==> src/rtl/mwadd_pkg.sv <==
// Shared definitions for the multi-word sequential adder: word width and FSM state encoding.
package mwadd_pkg;

   localparam int WORD_W = 32;

   typedef enum logic [1:0] {
      IDLE = 2'd0,
      ADD  = 2'd1,
      DONE = 2'd2
   } mwadd_state_t;

endpackage

==> src/rtl/multiword_adder_seq_adder.sv <==
// The existing 32-bit ripple-carry adder that the multi-word sequencer drives one word per cycle.
module mwadd_ripple_adder32
   import mwadd_pkg::*;
(
   output logic [WORD_W-1:0] sum,
   output logic              cout,
   input  logic [WORD_W-1:0] a,
   input  logic [WORD_W-1:0] b,
   input  logic              cin
);

   // Explicit bit-serial carry chain, mirroring the ripple structure of the original adder.
   always_comb begin
      logic c;
      c   = cin;
      sum = '0;
      for (int i = 0; i < WORD_W; i++) begin
         sum[i] = a[i] ^ b[i] ^ c;
         c      = (a[i] & b[i]) | (c & (a[i] ^ b[i]));
      end
      cout = c;
   end

endmodule

==> src/rtl/multiword_adder_seq.sv <==
// Multi-precision adder: walks WORDS 32-bit words LSW first through one shared 32-bit adder,
// chaining the registered carry between words, with valid/ready handshakes on both sides.
module multiword_adder_seq
   import mwadd_pkg::*;
#(
   parameter  int WORDS = 2,
   localparam int W     = WORD_W * WORDS
)
(
   input  logic         clk,
   input  logic         rst,
   input  logic         in_valid,
   output logic         in_ready,
   input  logic [W-1:0] a,
   input  logic [W-1:0] b,
   input  logic         cin,
   output logic         out_valid,
   input  logic         out_ready,
   output logic [W-1:0] sum,
   output logic         cout,
   output logic         overflow
);

   localparam int IDX_W = (WORDS > 1) ? $clog2(WORDS) : 1;

   mwadd_state_t state, state_next;

   logic [WORDS-1:0][WORD_W-1:0] a_reg;
   logic [WORDS-1:0][WORD_W-1:0] b_reg;
   logic [WORDS-1:0][WORD_W-1:0] sum_reg;
   logic [IDX_W-1:0]             idx;
   logic                         carry;
   logic                         cout_reg;
   logic                         overflow_reg;

   logic [WORD_W-1:0] word_sum;
   logic              word_cout;
   logic              last_word;

   assign last_word = (idx == IDX_W'(WORDS - 1));

   mwadd_ripple_adder32 u_adder (
      word_sum,
      word_cout,
      a_reg[idx],
      b_reg[idx],
      carry
   );

   always_ff @(posedge clk) begin
      if (rst) begin
         state <= IDLE;
      end else begin
         state <= state_next;
      end
   end

   always_comb begin
      state_next = state;
      case (state)
         IDLE:    if (in_valid)  state_next = ADD;
         ADD:     if (last_word) state_next = DONE;
         DONE:    if (out_ready) state_next = IDLE;
         default: state_next = IDLE;
      endcase
   end

   // Result outputs only change on ADD writes, so they keep the last result through IDLE
   // even after the next operands have been captured.
   always_ff @(posedge clk) begin
      if (rst) begin
         a_reg        <= '0;
         b_reg        <= '0;
         sum_reg      <= '0;
         idx          <= '0;
         carry        <= 1'b0;
         cout_reg     <= 1'b0;
         overflow_reg <= 1'b0;
      end else begin
         case (state)
            IDLE: begin
               if (in_valid) begin
                  a_reg <= a;
                  b_reg <= b;
                  carry <= cin;
                  idx   <= '0;
               end
            end
            ADD: begin
               sum_reg[idx] <= word_sum;
               carry        <= word_cout;
               if (last_word) begin
                  cout_reg     <= word_cout;
                  overflow_reg <= (a_reg[WORDS-1][WORD_W-1] == b_reg[WORDS-1][WORD_W-1]) &&
                                  (word_sum[WORD_W-1] != a_reg[WORDS-1][WORD_W-1]);
               end else begin
                  idx <= idx + 1'b1;
               end
            end
            default: ;
         endcase
      end
   end

   assign in_ready  = (state == IDLE) && !rst;
   assign out_valid = (state == DONE);
   assign sum       = sum_reg;
   assign cout      = cout_reg;
   assign overflow  = overflow_reg;

endmodule

==> config.mk <==
export PLATFORM = sky130hd
export DESIGN_NAME = multiword_adder_seq
export DESIGN_NICKNAME = d
export VERILOG_FILES = /design/src/rtl/mwadd_pkg.sv /design/src/rtl/multiword_adder_seq_adder.sv /design/src/rtl/multiword_adder_seq.sv
export SDC_FILE = /design/constraint.sdc
export NUM_CORES = 1
export LEC_CHECK = 0
export ABC_AREA = 1
export ABC_CLOCK_PERIOD_IN_PS = 16590
export BUFFER_PORTS_ARGS = -buffer_cell sky130_fd_sc_hd__buf_4
export CAP_MARGIN = 40
export CORE_MARGIN = 2
export CORE_UTILIZATION = 40
export CTS_CLUSTER_SIZE = 12
export DETAILED_ROUTE_END_ITERATION = 10
export GPL_TIMING_DRIVEN = 1
export SLEW_MARGIN = 30
export SYNTH_ARGS = -nofsm -noshare
export SYNTH_HDL_FRONTEND = slang
export SYNTH_SLANG_ARGS = --single-unit
==> constraint.sdc <==
create_clock -name clk -period 16.59 [get_ports clk]
set_clock_uncertainty 0.2 [all_clocks]
set_input_delay 2.4885 -clock clk [delete_from_list [all_inputs] [get_ports clk]]
set_output_delay 2.4885 -clock clk [all_outputs]
set_load 0.02 [all_outputs]
# Yosys cells after proc, flatten, opt, wreduce, memory -nomap -nowiden
# Cells that the tools add are included.
[word_totals]
in_bits = 133
regBits = 198
elab_cells = 207
out_inout_bits = 68
[classes]
order_cmp = 2
mux = 16
add_sub_neg = 1
eq_ne = 7
bitwise_logic = 160
reduce_logical = 10
[ops]
columns = ["operator", "count"]
rows = [
  ["2-to-1 mux 32 bit", 5],
  ["AND 1 bit", 64],
  ["bitwise mux 64 bit", 1],
  ["XOR 1 bit", 64],
  ["demux 32 bit (select 1 bit)", 1],
  ["bitwise OR 1 bit", 32],
  ["2-to-1 mux 2 bit", 3],
  ["case mux 2 bit (3 select lines)", 1],
  ["AND reduction 2 bit", 3],
  ["!= test 2 bit (second input constant)", 2],
  ["case mux 1 bit (2 select lines)", 2],
  ["logical AND 1 bit", 3],
  ["2-to-1 mux 1 bit", 3],
  ["AND reduction 3 bit", 1],
  ["== test 2 x 1 -> 1 bit (second input constant)", 1],
  ["== test 2 bit (second input constant)", 1],
  ["logical NOT 2 bit", 1],
  ["< comparator 1 x 2 -> 1 bit (second input constant)", 1],
  ["!= test 2 x 1 -> 1 bit (second input constant)", 1],
  ["nonzero test 2 bit", 1],
  ["adder 1 bit (second input constant)", 1],
  ["== test 1 bit", 1],
  ["greater-or-equal comparator 1 bit (second input constant)", 1],
  ["logical NOT 1 bit", 1],
  ["!= test 1 bit", 1],
]

# Depth between registers and ports, before layout
[depth]
ltp_word = 68
ltp_mapped = 45
ltp_nobuf = 43

# Hierarchy
# Synthesis repeated with hierarchy kept, for this count alone.
[hier_totals]
hier_cells = 1123
hier_area_um2 = 8466.9
[modules_own_cells]
columns = ["mod", "cells_per_inst", "instances", "area_each_um2", "seq_area_each_um2"]
rows = [
  ["multiword_adder_seq", 1081, 1, 7788.7, 3963.8],
  ["mwadd_ripple_adder32", 42, 1, 678.2, 0.0],
]

# Worst setup path after synthesis
# No wires, ideal clock.
[synth_timing]
kind = "flip-flop to flip-flop"
startpoint = "register idx"
endpoint = "register overflow_reg (netlist: overflow)"
path_slack_ps = 3029
required_ps = 16334
setup_time_ps = 56
path_stages_with_launch = 46
arrival_ps = 13305
period_less_slack_ps = 13561
path_buffers = 3
path_cell_list = "dfxtp_1 buf_2 buf_2 buf_2 nand2_1 nand2_1 fa_1 fa_1 fa_1 fa_1 fa_1 fa_1 fa_1 fa_1 fa_1 fa_1 fa_1 fa_1 (+10 left out) fa_1 fa_1 fa_1 fa_1 fa_1 fa_1 fa_1 inv_1 fa_1 inv_1 fa_1 inv_1 fa_1 inv_1 nand3_1 nand3_1 nand2_1 inv_1"
[synth_via]
elab_chain_cells = 68
word_cells_on_any_way = 133
cone_classes = "eq/ne: 1; mux: 4; bitwise: 126; reduce/logical: 2"
[synth_lines]
columns = ["item", "line", "rtl"]
rows = [
  ["from (decl)", "multiword_adder_seq.sv:31", "logic [IDX_W-1:0] idx;"],
  ["from (signal assigned)", "multiword_adder_seq.sv:97", "idx <= idx + 1'b1;"],
  ["2-to-1 mux 32 bit (on tied branches) (2 in series)", "multiword_adder_seq.sv:45, multiword_adder_seq.sv:46", ""],
  ["XOR 1 bit", "multiword_adder_seq_adder.sv:19", "c = (a[i] & b[i]) | (c & (a[i] ^ b[i]));"],
  ["AND 1 bit", "multiword_adder_seq_adder.sv:19", ""],
  ["bitwise OR 1 bit", "multiword_adder_seq_adder.sv:19", ""],
  ["AND 1 bit", "multiword_adder_seq_adder.sv:19", ""],
  ["bitwise OR 1 bit", "multiword_adder_seq_adder.sv:19", ""],
  ["AND 1 bit", "multiword_adder_seq_adder.sv:19", ""],
  ["bitwise OR 1 bit", "multiword_adder_seq_adder.sv:19", ""],
  ["(+51 left out)", "--", ""],
  ["bitwise OR 1 bit", "multiword_adder_seq_adder.sv:19", ""],
  ["AND 1 bit", "multiword_adder_seq_adder.sv:19", ""],
  ["bitwise OR 1 bit", "multiword_adder_seq_adder.sv:19", ""],
  ["AND 1 bit", "multiword_adder_seq_adder.sv:19", ""],
  ["bitwise OR 1 bit", "multiword_adder_seq_adder.sv:19", ""],
  ["XOR 1 bit", "multiword_adder_seq_adder.sv:18", "sum[i] = a[i] ^ b[i] ^ c;"],
  ["!= test 1 bit", "multiword_adder_seq.sv:95", "(word_sum[WORD_W-1] != a_reg[WORDS-1][WORD_W-1]);"],
  ["logical AND 1 bit", "multiword_adder_seq.sv:94", "overflow_reg <= (a_reg[WORDS-1][WORD_W-1] == b_reg[WORDS-1][WORD_W-1]) &&"],
  ["to (signal assigned)", "multiword_adder_seq.sv:94", ""],
  ["to (decl)", "multiword_adder_seq.sv:34", "logic overflow_reg;"],
]
# Several ways; a longest one is shown, not always the timed one. The select of a mux whose other input is x is not followed.
# A chain may end at the register's enable or synchronous reset.

# Worst setup path in the final report
# Same ends and word-level chain as after synthesis.

==> results.json <==
{
  "yosysUniqueCellTypes": 18,
  "tritoncts": "yes",
  "grt_pass1_wl_um": 34700,
  "dp_slack_ns": 1.67,
  "post_drt_wl_per_cell_um": 14.2,
  "syn_avg_cell_area_um2": 7.45,
  "syn2layout_area_growth_pct": 26.8,
  "power_mw": 1.20,
  "post_cts_buffers": 0,
  "ir_drop_v": 0.0000596,
  "clk_pin_slew_worst_paths_ns": 0.07,
  "min_period_ns": 14.97,
  "final_nets": 1434,
  "hold_viol": 0,
  "required_ns": 16.77,
  "worstHoldStart": "sum[46]",
  "r2r-start": "idx",
  "syn_area_um2": 8300,
  "grt_usage_pct": 20.1,
  "relSlewSlack_pct": 49.1,
  "die_w_um": 148,
  "outcome": "finished, final reports clean",
  "fmax_mhz": 66.8,
  "setup_violations": 0,
  "final_cells": 1552,
  "ctsResizeCount": 0,
  "gp_congestion": 0.807,
  "dieHeight_um": 148,
  "postRouteAntennaNets": 0,
  "tightestPinTransition_ns": 0.764,
  "viasPerCell": 4.65,
  "final_layout_size_suffix_gt1_share_pct": 19.4,
  "endpoint_kind": "flop",
  "crit_slowest_cell": "dfxtp_2",
  "grt_pass1_vias": 6594,
  "startpoint": "idx",
  "crit_fanout": 44,
  "drc": 0,
  "p_leak_nw": 4.87,
  "dp_hpwl_um": 15700,
  "slew_viol_final": 0,
  "synthCells": 1115,
  "vias": 7220,
  "path_class": "flop to flop",
  "dieArea_um2": 21900,
  "start_kind": "flop",
  "finalCritPeriodShare_pct": 90.2,
  "synth_area_leaders": "dfxtp_1 (48%), nor2_1 (15%), nand2_1 (12%)",
  "drt_pass1_iterations": 5,
  "first_iter_violations": 405,
  "final_cell_mix": "nor2_1 (327), nand2_1 (257), buf_4 (207), dfxtp_1 (197), o21ai_0 (137)",
  "cpMostUsedCell": "fa_1",
  "h-tree-depth": 4,
  "power_density_nw_per_um2": 114,
  "antenna_found_initial": 0,
  "tritoncts.num_buffers": 17,
  "maxCapViolations": 0,
  "initial_core_util_pct": 40.9,
  "synth.net_count": 1280,
  "yosys_warnings": 0,
  "grt_overflow_total": 0,
  "cts.path.max_buffers": 2,
  "worst_slack_ns": 1.62,
  "clk_latency_ns": 0.43,
  "dp_cells": 1519,
  "hold_buffers": 0,
  "coreArea_um2": 20300,
  "whs_ns": 0.265,
  "ios": 201,
  "yosys.area.top_type": "dfxtp_1",
  "clock-root-buffer": "clkbuf_16",
  "row_count": 52,
  "io_buffers": 200,
  "cpPeakStageDelay_ns": 0.82,
  "ys_ff_latch": 198,
  "synthDominantCellAreaShare_pct": 47.7,
  "hold_class": "flop to flop",
  "rsz0062_at_grt": "false",
  "cp.arrival_ns": 15.15,
  "routed_wl_um": 22000,
  "grt_max_degree": 96,
  "antenna_cells": 0,
  "layout_commonest_cell": "nor2_1",
  "clock_sinks": 198,
  "tns_ns": 0,
  "ys_seq_area_share_pct": 47.7
}
## logic make-up after synthesis
group | after synthesis | synth area share (%)
and+or+nand+nor | 592 | 27.1
AOI/OAI and AO/OA | 199 | 12.0
DFF | 198 | 47.7
buffers and inverters | 92 | 5.23
adders and majority gates | 32 | 7.72
muxes | 2 | 0.241
## cells in the mapped netlist (all sizes together)
| library cell | number |
|---|---|
| nor2 | 329 |
| nand2 | 258 |
| dfxtp | 198 |
| o21ai | 162 |
| buf | 40 |
| a21oi | 37 |
| clkbuf | 35 |
| fa | 32 |
| inv | 17 |
| nand3 | 5 |
| mux2i | 2 |
## through the flow
stage / util, % / area [um^2]
after CTS: 51.7 / 10500
after global routing: 51.9 / 10500
after detailed placement: 48.7 / 9890
after global placement: 48.5 / 9840
final: 51.9 / 10500
after floorplan: - / 8300
## worst max-delay path, delay by kind of cell (launching register included)
family	cells	cell delay (ns)
adder cells (fa/ha/maj)	32	12.53
buffers and inverters	6	0.91
flip-flops	1	0.82
AND/OR/NAND/NOR	5	0.46
## path summary, 6_finish.rpt
path | endpoint | cells past startpoint | slack [ns]
worst max-delay path | overflow | 43 | 1.62
worst min-delay path | sum[46] | 2 | 0.26
worst max register to register | overflow | 43 | 1.62
worst min register to register | sum[46] | 2 | 0.26
## metal layers
metal / vias up / global-route usage (%) / routed length (um)
met5: - / 0 / 0
met4: 0 / 5.29 / 243
met3: 18 / 3.47 / 1040
met2: 168 / 29.0 / 9370
met1: 3220 / 31.1 / 11400
li1: 3814 / - / -
## power breakdown
part	switching, mW	internal, mW	total (mW)
combinational	0.138	0.0928	0.231
sequential	0.0239	0.516	0.540
clock	0.185	0.245	0.430
total	0.348	0.854	1.20
## layout make-up
class,instances,area (um^2)
inverters,17,66.3
clock inverters,12,166
clock buffers,20,447
fillers,2105,9770
repair buffers,210,1630
multi-input cells,825,3920
flip-flops and latches,198,3970
well taps,270,338
Power figures use the tool's default switching activity.
